==> config.mk <==
export PLATFORM = sky130hd
export DESIGN_NAME = uart_tx_arbiter
export DESIGN_NICKNAME = d
export VERILOG_FILES = /design/src/rtl/uart_tx_arbiter.sv
export SDC_FILE = /design/constraint.sdc
export NUM_CORES = 1
export LEC_CHECK = 0
export CAP_MARGIN = 25
export CORE_UTILIZATION = 38
export CTS_CLUSTER_DIAMETER = 100
export CTS_CLUSTER_SIZE = 14
export DETAILED_ROUTE_END_ITERATION = 10
export PLACE_DENSITY = 0.79
export SYNTH_ARGS = -nofsm -noshare
export SYNTH_HDL_FRONTEND = slang
export SYNTH_SLANG_ARGS = --single-unit
==> constraint.sdc <==
create_clock -name clk_sys -period 1.3 [get_ports clk_sys]
set_input_delay 0.26 -clock clk_sys [delete_from_list [all_inputs] [get_ports clk_sys]]
set_output_delay 0.26 -clock clk_sys [all_outputs]
set_load 0.05 [all_outputs]
==> src/rtl/uart_tx_arbiter.sv <==
// Two-requester packet arbiter in front of a single UART TX byte path.
// Optional idle-owner timeout release: define UART_ARB_TIMEOUT_EN.
module uart_tx_arbiter #(
  parameter int unsigned TIMEOUT_CYCLES = 1000000,
  parameter int unsigned CNT_W          = 24
) (
  input  logic       clk_sys,
  input  logic       rst_n,
  input  logic       kbd_valid,
  input  logic [7:0] kbd_data,
  input  logic       kbd_last,
  output logic       kbd_ready,
  input  logic       rsp_valid,
  input  logic [7:0] rsp_data,
  input  logic       rsp_last,
  output logic       rsp_ready,
  output logic       tx_valid,
  output logic [7:0] tx_data,
  input  logic       tx_ready,
  output logic [1:0] grant,
  output logic       abort
);

  if (64'(TIMEOUT_CYCLES) >= (64'd1 << CNT_W)) begin : g_cfg_err
    $error("TIMEOUT_CYCLES must be below 2**CNT_W");
  end

  typedef enum logic {S_IDLE, S_LOCKED} state_e;

  state_e     state_q, state_d;
  logic       owner_q, owner_d;
  logic       rr_last_q, rr_last_d;
  logic       tx_valid_q;
  logic [7:0] tx_data_q;
  logic [1:0] sync_q;
  logic       rst_sync_n;

  logic       locked;
  logic       room;
  logic       own_valid;
  logic       own_last;
  logic [7:0] own_data;
  logic       xfer;
  logic       timeout_hit;

  // Assert asynchronously, release two edges after rst_n rises.
  always_ff @(posedge clk_sys or negedge rst_n) begin
    if (!rst_n) sync_q <= 2'b00;
    else        sync_q <= {sync_q[0], 1'b1};
  end

  assign rst_sync_n = sync_q[1];

  assign locked    = (state_q == S_LOCKED);
  assign room      = !tx_valid_q || tx_ready;
  assign own_valid = owner_q ? rsp_valid : kbd_valid;
  assign own_last  = owner_q ? rsp_last  : kbd_last;
  assign own_data  = owner_q ? rsp_data  : kbd_data;
  assign xfer      = locked && own_valid && room;

  always_ff @(posedge clk_sys or negedge rst_sync_n) begin
    if (!rst_sync_n) begin
      state_q   <= S_IDLE;
      owner_q   <= 1'b0;
      rr_last_q <= 1'b1;
    end else begin
      state_q   <= state_d;
      owner_q   <= owner_d;
      rr_last_q <= rr_last_d;
    end
  end

  always_comb begin
    state_d   = state_q;
    owner_d   = owner_q;
    rr_last_d = rr_last_q;
    unique case (state_q)
      S_IDLE: begin
        if (kbd_valid && rsp_valid) begin
          state_d = S_LOCKED;
          owner_d = !rr_last_q;
        end else if (kbd_valid) begin
          state_d = S_LOCKED;
          owner_d = 1'b0;
        end else if (rsp_valid) begin
          state_d = S_LOCKED;
          owner_d = 1'b1;
        end
      end
      S_LOCKED: begin
        if ((xfer && own_last) || timeout_hit) begin
          state_d   = S_IDLE;
          rr_last_d = owner_q;
        end
      end
      default: state_d = S_IDLE;
    endcase
  end

  always_comb begin
    grant     = 2'b00;
    kbd_ready = 1'b0;
    rsp_ready = 1'b0;
    if (locked) begin
      grant     = owner_q ? 2'b10 : 2'b01;
      kbd_ready = !owner_q && room;
      rsp_ready = owner_q && room;
    end
  end

  // One-entry output register; a new byte may replace a departing one.
  always_ff @(posedge clk_sys or negedge rst_sync_n) begin
    if (!rst_sync_n) begin
      tx_valid_q <= 1'b0;
      tx_data_q  <= 8'h00;
    end else if (xfer) begin
      tx_valid_q <= 1'b1;
      tx_data_q  <= own_data;
    end else if (tx_valid_q && tx_ready) begin
      tx_valid_q <= 1'b0;
    end
  end

  assign tx_valid = tx_valid_q;
  assign tx_data  = tx_data_q;

`ifdef UART_ARB_TIMEOUT_EN
  logic [CNT_W-1:0] cnt_q, cnt_d;
  logic             abort_q;

  assign timeout_hit = locked && !own_valid &&
                       (cnt_q == CNT_W'(TIMEOUT_CYCLES - 1));

  always_comb begin
    cnt_d = cnt_q;
    if (!locked || xfer || timeout_hit) cnt_d = '0;
    else if (!own_valid)               cnt_d = cnt_q + 1'b1;
  end

  always_ff @(posedge clk_sys or negedge rst_sync_n) begin
    if (!rst_sync_n) begin
      cnt_q   <= '0;
      abort_q <= 1'b0;
    end else begin
      cnt_q   <= cnt_d;
      abort_q <= timeout_hit;
    end
  end

  assign abort = abort_q;
`else
  assign timeout_hit = 1'b0;
  assign abort       = 1'b0;
`endif

endmodule
* After elaboration in Yosys (flattened, before gate mapping) *
Cells that the tools add are included.

operators by class
  muxes and demuxes = 17
  bitwise logic cells = 1
  reductions and logical operators = 15

operator list
  kind                                count
  2-to-1 mux 1 bit                    13
  2-to-1 mux 8 bit                    1
  logical AND 1 bit                   7
  2-to-1 mux 2 bit                    2
  AND reduction 2 bit                 2
  logical NOT 1 bit                   3
  nonzero test 3 bit                  1
  one-hot mux 1 bit (2 select lines)  1
  nonzero test 2 bit                  1
  logical OR 1 bit                    1
  inverter 1 bit                      1

word-level totals
  bits in registers = 14
  input bits = 23
  output and inout port bits = 14

* Depth between registers and ports, before layout *
Gate-level depths: netlist of the first run.

  depth after elaboration = 6
  mapped depth = 4
  gate-level depth less buffers = 3

* Worst setup path after synthesis of the first run *
No wires, ideal clock.

  path kind = reg2out
  from = reg tx_valid_q, in the netlist tx_valid
  to = out kbd_ready
  arrival time = 1,542 ps
  required time = 1,040 ps
  path slack = -502 ps
  stages on the path, launching flop included = 4
  buffers on the path = 0
  path through = dfrtp_1 nand2b_1 nand2_1 nor2_1

between the ends
  word-level cells in the longest chain between the ends = 4

ends and longest elaborated chain
  element                   line  text
  start: declaration        33    logic tx_valid_q;
  start signal: assignment  114   tx_valid_q <= 1'b0;
  start signal: assignment  117   tx_valid_q <= 1'b1;
  start signal: assignment  120   tx_valid_q <= 1'b0;
  logical NOT 1 bit         55    assign room = !tx_valid_q || tx_ready;
  logical OR 1 bit          55
  logical AND 1 bit         106   kbd_ready = !owner_q && room;
  2-to-1 mux 1 bit          104   if (locked) begin
  end: declaration          12    output logic kbd_ready,

Every way passes these cells.

* Worst setup path in the final report of the first run *
  from = reg owner_q
  to = reg tx_data_q[2], in the netlist tx_data[2]

between the ends
  word-level cells in the longest chain between the ends = 3
  elaborated cells between the ends (all ways) = 4
  classes of those cells = mux: 2; reduce/logical: 2

ends and longest elaborated chain
  element                         line  text
  start: declaration              31    logic owner_q, owner_d;
  start signal: assignment        68    owner_q <= owner_d;
  2-to-1 mux 1 bit                56    assign own_valid = owner_q ? rsp_valid : kbd_valid;
  logical AND 1 bit (2 in a row)  59    assign xfer = locked && own_valid && room;
  end signal: assignment          118   tx_data_q <= own_data;
  end: declaration                34    logic [7:0] tx_data_q;

Several ways; a longest one is shown, not always the timed one.
A chain may end at the register's enable or synchronous reset.

==> flow_summary.rst, run 1 <==
.. list-table::
   :header-rows: 1

   * - Metric
     - Value
   * - Run status
     - finished, violations left
   * - Violations in the final reports
     - negative setup slack
   * - Depth of the CTS H-tree
     - 1
   * - Top achievable clock speed
     - 0.695 GHz
   * - Synth Register Bits
     - 14
   * - Power density over the cells
     - 2880 nW/µm²
   * - Biggest area contributors in the synthesized netlist
     - sky130_fd_sc_hd__dfrtp_1 46%, sky130_fd_sc_hd__mux2_2 25%, sky130_fd_sc_hd__dfstp_2 3.7%, sky130_fd_sc_hd__buf_6 3.2%, sky130_fd_sc_hd__nand2_1 2.6%
   * - Starting Density
     - 0.408
   * - Required time at the endpoint of the critical path
     - 1.46 ns
   * - Synthesized netlist net count
     - 78
   * - Vias per inst
     - 4.99
   * - Antenna Diode Count
     - 0
   * - Clock-pin slew of the registers on the worst-case setup and hold paths
     - 0.09 ns
   * - Synth area leader
     - sky130_fd_sc_hd__dfrtp_1
   * - Startpoint of the most critical register-to-register path
     - owner_q
   * - Share of final-layout standard cells stronger than drive strength 1
     - 0.573
   * - Number of antenna violations at the first check in global routing
     - 0
   * - Cell family with the largest share of critical-path delay
     - multiplexers
   * - Clock period minus final worst setup slack
     - 1.44 ns
   * - Post-Syn Area
     - 712 µm²
   * - Die Ht
     - 45.3 µm
   * - Sequential standard cell area
     - 354 µm²
   * - FILL cells
     - 101
   * - Clock tree from TritonCTS
     - built
   * - Number of nets with antenna violations after detailed routing
     - 0
   * - Post-layout net count
     - 127
   * - Layout Skew
     - 0.00711 ns
   * - Area delta synth->final
     - 99.5%
   * - Crit path DAT
     - 1.60 ns
   * - Die X
     - 45.3 µm
   * - Average instance area after synthesis
     - 12.9 µm²
   * - Number of violations reported at the end of detailed-routing iteration 0
     - 6
   * - Worst setup margin
     - -0.138 ns
   * - Power Total
     - 4.10 mW
   * - Number of I/O port buffers
     - 35
   * - Count of unresolved DRC violations after routing
     - 0
   * - CTS root buffer
     - sky130_fd_sc_hd__clkbuf_4
   * - Final Wtd Congestion
     - 0.722
   * - Stage delay of the slowest cell on the critical path
     - 0.41 ns
   * - CP Max Fanout
     - 5
   * - R2r endpoint
     - tx_data[2]
   * - Critical Path Start Type
     - register
   * - Post-synthesis cell type count
     - 21
   * - Unrepaired setup endpoints after global routing
     - true
   * - Worst min-delay path class
     - input pin to asynchronous set/reset pin
   * - Count of vias placed by the detailed router
     - 639
   * - Number of detailed-routing iterations run before antenna repair
     - 3
   * - Final worst hold slack
     - 0.139 ns
   * - Sum of routed wire length over all layers
     - 1860 µm
   * - Sequential-to-total area share from yosys stat
     - 0.494
   * - Row Count
     - 15
   * - Clock Sinks
     - 14
   * - Warnings, synthesis
     - 0
   * - Max capacitance violation total
     - 0
   * - Overflow left after global routing
     - 0
   * - Number of global-route vias before repair
     - 708
   * - Synthesized netlist cell count
     - 55
   * - Final Hold Violating Endpoints
     - 0
   * - Area occupied by multi-input gates
     - 413 µm²
   * - Wire length of the first global-routing pass
     - 3150 µm
   * - Clock network latency to the later pin of the worst-skew pair
     - 0.28 ns
   * - Pin count of the biggest net entering global routing
     - 13
   * - Max clock buf depth
     - 2
   * - Pre-CTS setup slack
     - -0.329 ns
   * - Cell breakdown of the critical path
     - buf_6 > mux2_4 > nand3_4 > mux2_4
   * - Final Max Slew Viols
     - 0
   * - Share of Yosys cell area claimed by the top area cell type
     - 0.457
   * - Total routing resource utilization after global routing
     - 0.218
   * - Final HPWL from detailed placement
     - 1210 µm
   * - Boundary pin count
     - 37
   * - Die ar.
     - 2050 µm²
   * - Final setup violation count
     - 13
   * - Kind of end point of the critical path
     - register
   * - Bufs and invs on worst path
     - 1
   * - R2r worst-path depth
     - 4
   * - CORE AREA
     - 1750 µm²
   * - Leakage
     - 0.645 nW
   * - Routed wirelength normalized by instance count
     - 14.5 µm
   * - IR Drop Worst-Case VDD
     - 1.83 mV
   * - Number of buffers created by CTS
     - 3
   * - Final worst-path cycle share
     - 1.11
   * - Quantity of hold-fixing buffers added after cts
     - 0
   * - Cell with the largest stage delay on the worst path
     - sky130_fd_sc_hd__dfrtp_1
   * - Crit Path Category
     - register to register
   * - Most repeated library cell on the critical path
     - sky130_fd_sc_hd__mux2_4
   * - Setup slack, reg-to-reg
     - -0.14 ns
-- worst max-delay path by stage --
stage | start | endpoint | cells after the start
floorplan | owner_q | tx_data[0] | 4
global placement | kbd_valid | tx_data[4] | 4
detailed placement | kbd_valid | tx_data[3] | 4
CTS | owner_q | rsp_ready | 3
global route | owner_q | tx_data[2] | 4
finish | owner_q | tx_data[2] | 4
-- cells by family (layout without fill, tap and decap cells) --
family                 Yosys count  in the layout  synth area share
AOI/OAI and AO/OA                4              4            0.0562
buffers and inverters            5             52            0.0545
DFF                             14             14             0.494
muxes                           18             18             0.288
other                            2              2            0.0105
and+or+nand+nor                 12             13            0.0967
-- routing by layer --
layer / up-vias / wire, µm / track usage
li1: 287 / - / -
met3: 4 / 78 / 0.0360
met5: - / 0 / 0
met2: 25 / 939 / 0.374
met4: 0 / 29 / 0.0545
met1: 323 / 810 / 0.285
-- where the power goes --
| group | switching (mW) | total, mW | internal, mW |
|---|---|---|---|
| registers | 0.233 | 0.877 | 0.643 |
| logic | 1.33 | 2.91 | 1.58 |
| clock network | 0.138 | 0.308 | 0.170 |
-- cells in the final DEF, fill, tap and decap left out, types with 2 or more instances in the layout --
cell,synthesis,routed
sky130_fd_sc_hd__nand3_4,1,2
sky130_fd_sc_hd__nand2_1,5,4
sky130_fd_sc_hd__mux2_2,16,8
sky130_fd_sc_hd__nor2_4,0,2
sky130_fd_sc_hd__dfrtp_1,13,11
sky130_fd_sc_hd__clkbuf_4,0,3
sky130_fd_sc_hd__conb_1,2,2
sky130_fd_sc_hd__mux2_4,1,9
sky130_fd_sc_hd__buf_12,0,13
sky130_fd_sc_hd__buf_6,2,4
sky130_fd_sc_hd__buf_4,1,7
sky130_fd_sc_hd__clkdlybuf4s50_1,0,21
sky130_fd_sc_hd__dfrtp_2,0,2
-- sequential cells by signal (all words and copies together), names as in the netlist --
| signal | cells |
|---|---|
| locked | 1 |
| owner_q | 1 |
| rr_last_q | 1 |
| sync_q | 2 |
| tx_data | 8 |
| tx_valid | 1 |
-- stage by stage --
step / cells / util / cell area (µm²) / setup TNS, ns
finish: 128 / 0.814 / 1420 / -1.30
CTS: 128 / 0.805 / 1410 / -1.11
global route: 128 / 0.814 / 1420 / -1.86
detailed placement: 115 / 0.715 / 1250 / -3.13
floorplan: 55 / - / 741 / -0.577
global placement: 115 / 0.715 / 1250 / -2.81
-- synth_stat cells (all sizes together) --
library cell / n
mux2: 17
conb: 2
a22o: 1
nand3: 1
and3: 1
dfrtp: 13
a32o: 1
o32a: 1
dfstp: 1
and2: 1
mux2i: 1
nor2: 2
nand2b: 1
buf: 4
nand2: 5
nand4: 1
inv: 1
a41o: 1
-- cell type report --
class	count	area share
timing repair buffer	47	0.410
multi-input combinational	37	0.291
inverter	1	0.00264
sequential	14	0.249
tap	25	0.0220
clock buffer	4	0.0256
-- repair_timing --
item                       CTS  global route
cloned                       2             0
setup endpoints to repair   12            13
resized for setup           17             2
pin swaps                    3             2
buffers inserted             7             0
-- worst reg2reg max path, stage by stage, from the launching register on --
cell and delay, ns:
sky130_fd_sc_hd__dfrtp_1 0.41, sky130_fd_sc_hd__buf_6 0.14, sky130_fd_sc_hd__mux2_4 0.33, sky130_fd_sc_hd__nand3_4 0.12, sky130_fd_sc_hd__mux2_4 0.32
Note: power is estimated with default switching activity, not from simulation.
==> run 2, diff against run 1 <==
- clock period: 1.3 -> 1.5 ns (I/O delays scaled with it)
==> flow_summary.rst, run 2 (same netlist as run 1, synthesis figures left out) <==
.. list-table::
   :header-rows: 1

   * - Metric
     - Value
   * - Pin count of the biggest net entering global routing
     - 13 (unchanged)
   * - Psw
     - 1.39 mW (-19%)
   * - Sum of routed wire length over all layers
     - 1640 µm (-12%)
   * - Post-route non-filler standard cell count
     - 124 (-3.1%)
   * - Max clock buf depth
     - 2 (unchanged)
   * - Number of violations reported at the end of detailed-routing iteration 0
     - 3 (-3)
   * - Routed wirelength normalized by instance count
     - 13.2 µm (-8.9%)
   * - Final Max Slew Viols
     - 0 (unchanged)
   * - Clock tree from TritonCTS
     - built
   * - Count of unresolved DRC violations after routing
     - 0 (unchanged)
   * - Final Hold Violating Endpoints
     - 0 (unchanged)
   * - Kind of end point of the critical path
     - output port
   * - Final setup violation count
     - 0 (-13)
   * - Crit Path Category
     - register to output port
   * - Sw frac
     - 0.428 (+0.0111)
   * - CTS root buffer
     - sky130_fd_sc_hd__clkbuf_4
   * - Final total negative setup slack
     - 0 ns (+1.30 ns)
   * - CORE AREA
     - 1750 µm² (unchanged)
   * - Die ar.
     - 2050 µm² (unchanged)
   * - Overflow left after global routing
     - 0 (unchanged)
   * - Die X
     - 45.3 µm (unchanged)
   * - Max capacitance violation total
     - 0 (unchanged)
   * - Cell-internal power
     - 1.86 mW (-22%)
   * - Final Wtd Congestion
     - 0.697 (-3.4%)
   * - Area delta synth->final
     - 85.2%
   * - Part of the total power dissipated in combinational logic
     - 0.701 (-0.010)
   * - Sequential fraction of design power
     - 0.231 (+0.017)
   * - Count of vias placed by the detailed router
     - 586 (-8.3%)
   * - Crit path DAT
     - 1.16 ns (-0.44 ns)
   * - Boundary pin count
     - 37 (unchanged)
   * - Clock network latency to the later pin of the worst-skew pair
     - 0.27 ns (about the same)
   * - Final HPWL from detailed placement
     - 1220 µm (+0.82%)
   * - Worst setup margin
     - 0.0433 ns (+0.182 ns)
   * - Number of I/O port buffers
     - 35 (unchanged)
   * - FILL cells
     - 125 (+24%)
   * - Power density over the cells
     - 2460 nW/µm² (-15%)
   * - Required time at the endpoint of the critical path
     - 1.20 ns (-0.26 ns)
   * - CP Max Fanout
     - 7 (+2)
   * - Commonest cells after routing, fill and taps aside
     - 21 x sky130_fd_sc_hd__clkdlybuf4s50_1, 16 x sky130_fd_sc_hd__mux2_2, 13 x sky130_fd_sc_hd__buf_12
   * - Quantity of hold-fixing buffers added after cts
     - 0 (unchanged)
   * - Row Count
     - 15 (unchanged)
   * - Pre-CTS setup slack
     - -0.169 ns (+0.161 ns)
   * - Critical Path Start Type
     - register
   * - Layout Skew
     - 0.00174 ns (-0.00537 ns)
   * - Core Util, Final
     - 0.756 (-0.0581)
   * - Final cell area excluding filler cells
     - 1320 µm² (-7.1%)
   * - Share of final-layout standard cells stronger than drive strength 1
     - 0.525 (-0.0476)
   * - Final worst-path cycle share
     - 0.971
   * - Number of antenna violations at the first check in global routing
     - 0 (unchanged)
   * - Number of global-route vias before repair
     - 663 (-6.4%)
   * - Number of detailed-routing iterations run before antenna repair
     - 4 (+1)
   * - Worst min-delay path class
     - input pin to asynchronous set/reset pin
   * - Largest register FFs
     - 8 (unchanged)
   * - Leading cell type in the layout, fill and taps excluded
     - sky130_fd_sc_hd__clkdlybuf4s50_1
   * - Depth of the CTS H-tree
     - 1 (unchanged)
   * - Leakage
     - 0.576 nW (-11%)
   * - Total routing resource utilization after global routing
     - 0.187 (-0.0312)
   * - Antenna Diode Count
     - 0 (unchanged)
   * - Die Ht
     - 45.3 µm (unchanged)
   * - Clock network fraction of total power
     - 0.069 (-0.006)
   * - Number of nets with antenna violations after detailed routing
     - 0 (unchanged)
   * - Wire length of the first global-routing pass
     - 2770 µm (-12%)
   * - Clock period minus final worst setup slack
     - 1.46 ns
   * - IR Drop Worst-Case VDD
     - 1.83 mV (+0.14%)
   * - First element of the critical path
     - owner_q
   * - Post-layout net count
     - 123 (-3.1%)
   * - Unrepaired setup endpoints after global routing
     - true
   * - Top achievable clock speed
     - 0.687 GHz
   * - Clock Sinks
     - 14 (unchanged)
   * - Dpl cell area
     - 1230 µm² (-1.3%)
   * - Vias per inst
     - 4.73 (-5.3%)
   * - Number of buffers created by CTS
     - 3 (unchanged)
   * - Clock-pin slew of the registers on the worst-case setup and hold paths
     - 0.08 ns (about the same)
   * - Startpoint of the most critical register-to-register path
     - owner_q
   * - Starting Density
     - 0.408 (unchanged)
   * - Run status
     - completed
   * - # placed instances
     - 115 (unchanged)
-- run 2: worst max-delay path: stages, from the launching register on --
cell and delay [ns]:
sky130_fd_sc_hd__dfrtp_1 0.42, sky130_fd_sc_hd__buf_8 0.15, sky130_fd_sc_hd__and2_1 0.16, sky130_fd_sc_hd__buf_12 0.15
-- run 2: power groups by stage --
stage,clock network (mW),logic [mW],registers [mW]
after CTS,0.229,2.25,0.761
after detailed placement,0,2.14,0.750
after global placement,0,2.11,0.742
after floorplan,0,0.827,1.07
final,0.223,2.28,0.749
after global routing,0.254,2.37,0.772
-- run 2: final timing paths --
| path | endpoint | cells after the start | slack, ns |
|---|---|---|---|
| min in group clk_sys | sync_q[1] | 0 | 0.36 |
| hold reg to reg | tx_data[1] | 0 | 0.20 |
| setup reg to reg | tx_data[4] | 4 | 0.10 |
| setup / recovery | grant[1] | 3 | 0.04 |
| max in group asynchronous | tx_valid | 0 | 0.94 |
| hold / removal | sync_q[1] | 1 | 0.18 |
-- run 2: metal layers --
| metal | vias to the layer above | routed length (µm) | track usage |
|---|---|---|---|
| met2 | 18 | 949 | 0.336 |
| met4 | 0 | 0 | 0.0545 |
| met1 | 287 | 610 | 0.218 |
| met3 | 0 | 81 | 0.0440 |
| li1 | 281 | - | - |
| met5 | - | 0 | 0 |
-- run 2: final cells by class --
type	instances	area [µm²]	share of cell area
timing repair buffer	44	552	0.418
sequential	14	354	0.269
multi-input combinational	36	352	0.267
tap	25	31.3	0.0237
clock buffer	4	26.3	0.0199
inverter	1	3.75	0.00285
-- run 2: repair_timing --
action	4_1_cts	5_1_grt
pin swaps	1	1
resized for setup	8	1
setup endpoints to repair	4	4
hold endpoints to repair	0	0
buffers inserted	4	1
cloned	0	0
-- run 2: stage by stage --
stage	total power [mW]	hold WS (ns)
CTS	3.24	0.171
global route	3.39	0.167
global placement	2.85	0.197
detailed placement	2.89	0.210
floorplan	1.90	0.00441
finish	3.25	0.177
==> run 3, diff against run 2 <==
- CORE_UTILIZATION: 38 -> 41
- PLACE_DENSITY: 0.79 -> 0.84
- clock period: 1.5 -> 1.7 ns (I/O delays scaled with it)
==> flow_summary.rst, run 3 (same netlist as run 1, synthesis figures left out) <==
.. list-table::
   :header-rows: 1

   * - Metric
     - Value
   * - Wire length of the first global-routing pass
     - 2480 µm (-10%)
   * - Number of global-route vias before repair
     - 583 (-12%)
   * - Clock-pin slew of the registers on the worst-case setup and hold paths
     - 0.09 ns (about the same)
   * - Power density over the cells
     - 2130 nW/µm² (-14%)
   * - Final setup violation count
     - 0 (unchanged)
   * - Die X
     - 43.7 µm (-3.6%)
   * - Number of antenna violations at the first check in global routing
     - 0 (unchanged)
   * - IR Drop Worst-Case VDD
     - 1.30 mV (-29%)
   * - Max clock buf depth
     - 2 (unchanged)
   * - Die Ht
     - 43.7 µm (-3.6%)
   * - Core Util, Final
     - 0.733 (-0.0228)
   * - Commonest cells after routing, fill and taps aside
     - 22 x sky130_fd_sc_hd__clkdlybuf4s50_1, 16 x sky130_fd_sc_hd__mux2_2, 14 x sky130_fd_sc_hd__buf_4
   * - Clock network latency to the later pin of the worst-skew pair
     - 0.28 ns (about the same)
   * - Final Wtd Congestion
     - 0.676 (-3.1%)
   * - Count of unresolved DRC violations after routing
     - 3 (+3)
   * - Depth of the CTS H-tree
     - 1 (unchanged)
   * - Top achievable clock speed
     - 0.613 GHz
   * - Boundary pin count
     - 37 (unchanged)
   * - Crit path DAT
     - 1.29 ns (+0.13 ns)
   * - CP Max Fanout
     - 3 (-4)
   * - Violations in the final reports
     - design-rule violations
   * - Final Max Slew Viols
     - 0 (unchanged)
   * - Unrepaired setup endpoints after global routing
     - false
   * - Final Hold Violating Endpoints
     - 0 (unchanged)
   * - Final worst-path cycle share
     - 0.960
   * - FILL cells
     - 106 (-15%)
   * - Layout Skew
     - 0.00412 ns (+0.00238 ns)
   * - Leading cell type in the layout, fill and taps excluded
     - sky130_fd_sc_hd__clkdlybuf4s50_1
   * - Number of buffers created by CTS
     - 3 (unchanged)
   * - Largest register FFs
     - 8 (unchanged)
   * - Routed wirelength normalized by instance count
     - 13.5 µm (+2.4%)
   * - Worst min-delay path class
     - register to asynchronous set/reset pin
   * - Crit Path Category
     - input pin to output port
   * - Max capacitance violation total
     - 0 (unchanged)
   * - Kind of end point of the critical path
     - output port
   * - Final HPWL from detailed placement
     - 1150 µm (-5.6%)
   * - CTS root buffer
     - sky130_fd_sc_hd__clkbuf_4
   * - Post-layout net count
     - 119 (-3.3%)
   * - Clock Sinks
     - 14 (unchanged)
   * - Final total negative setup slack
     - 0 ns (unchanged)
   * - CORE AREA
     - 1560 µm² (-11%)
   * - Row Count
     - 14 (-1)
   * - Number of I/O port buffers
     - 35 (unchanged)
   * - Quantity of hold-fixing buffers added after cts
     - 0 (unchanged)
   * - Share of final-layout standard cells stronger than drive strength 1
     - 0.463 (-0.0621)
   * - Leakage
     - 0.512 nW (-11%)
   * - Pin count of the biggest net entering global routing
     - 13 (unchanged)
   * - R2r worst-path depth
     - 3 (-1)
   * - Sum of routed wire length over all layers
     - 1500 µm (-8.3%)
   * - Critical Path Start Type
     - input pin
   * - Overflow left after global routing
     - 0 (unchanged)
   * - Total routing resource utilization after global routing
     - 0.186 (-0.000590)
   * - Starting Density
     - 0.457 (+0.0488)
   * - Clock tree from TritonCTS
     - built
   * - Number of buffers inserted by post-CTS setup repair
     - 0 (-4)
   * - Clock period minus final worst setup slack
     - 1.63 ns
   * - Number of cells upsized or downsized after cts
     - 0 (-8)
   * - Vias per inst
     - 5.18 (+9.6%)
   * - Antenna Diode Count
     - 0 (unchanged)
   * - Number of detailed-routing iterations run before antenna repair
     - 7 (+3)
   * - Die ar.
     - 1910 µm² (-7.0%)
   * - Area delta synth->final
     - 60.5%
   * - Number of nets with antenna violations after detailed routing
     - 0 (unchanged)
   * - Count of vias placed by the detailed router
     - 575 (-1.9%)
   * - Run status
     - finished, violations left
   * - Number of violations reported at the end of detailed-routing iteration 0
     - 4 (+1)
   * - Required time at the endpoint of the critical path
     - 1.36 ns (+0.16 ns)
[run 3: cell type report]
type,instances,area (µm²),share of cell area
clock buffer,4,36.3,0.0318
inverter,1,3.75,0.00329
multi-input combinational,36,324,0.284
sequential,14,353,0.309
tap,16,20.0,0.0175
timing repair buffer,40,405,0.355
[run 3: report_power, final]
group | switching [mW] | internal (mW)
Clock | 0.112 | 0.130
Combinational | 0.890 | 0.699
Sequential | 0.112 | 0.490
Total | 1.11 | 1.32
[run 3: path summary, 6_finish.rpt]
kind                       startpoint         end  slack [ns]
min reg2reg                 sync_q[1]     owner_q        0.20
min in group clk_sys        sync_q[0]   sync_q[1]        0.37
min                         sync_q[1]     owner_q        0.20
max                          tx_ready   rsp_ready        0.07
max reg2reg                   owner_q  tx_data[1]        0.34
max in group asynchronous   sync_q[1]      locked        1.15
[run 3: through the flow]
stage	instance area, µm²	hold WS, ns	power [mW]	setup slack [ns]	instances
2_1_floorplan	714	0.0444	1.65	0.0311	55
3_3_place_gp	1100	0.194	2.17	0.0273	107
3_5_place_dp	1100	0.211	2.20	0.00478	107
4_1_cts	1140	0.201	2.45	0.0195	111
5_1_grt	1140	0.194	2.55	0.0308	111
6_report	1140	0.197	2.43	0.0685	111
[run 3: per-layer routing]
metal  routed length (µm)  share of wire  track usage  vias to the layer above
li1                     -              -            -                      270
met5                    0              0            0                        -
met3                   82          0.055       0.0375                        4
met4                   36          0.024        0.113                        0
met2                  801           0.53        0.319                       23
met1                  583           0.39        0.211                      278
[run 3: critical path, stage by stage]
cell and delay (ns):
sky130_fd_sc_hd__clkdlybuf4s50_1 0.45, sky130_fd_sc_hd__nand2b_1 0.14, sky130_fd_sc_hd__and3_1 0.22, sky130_fd_sc_hd__buf_12 0.15
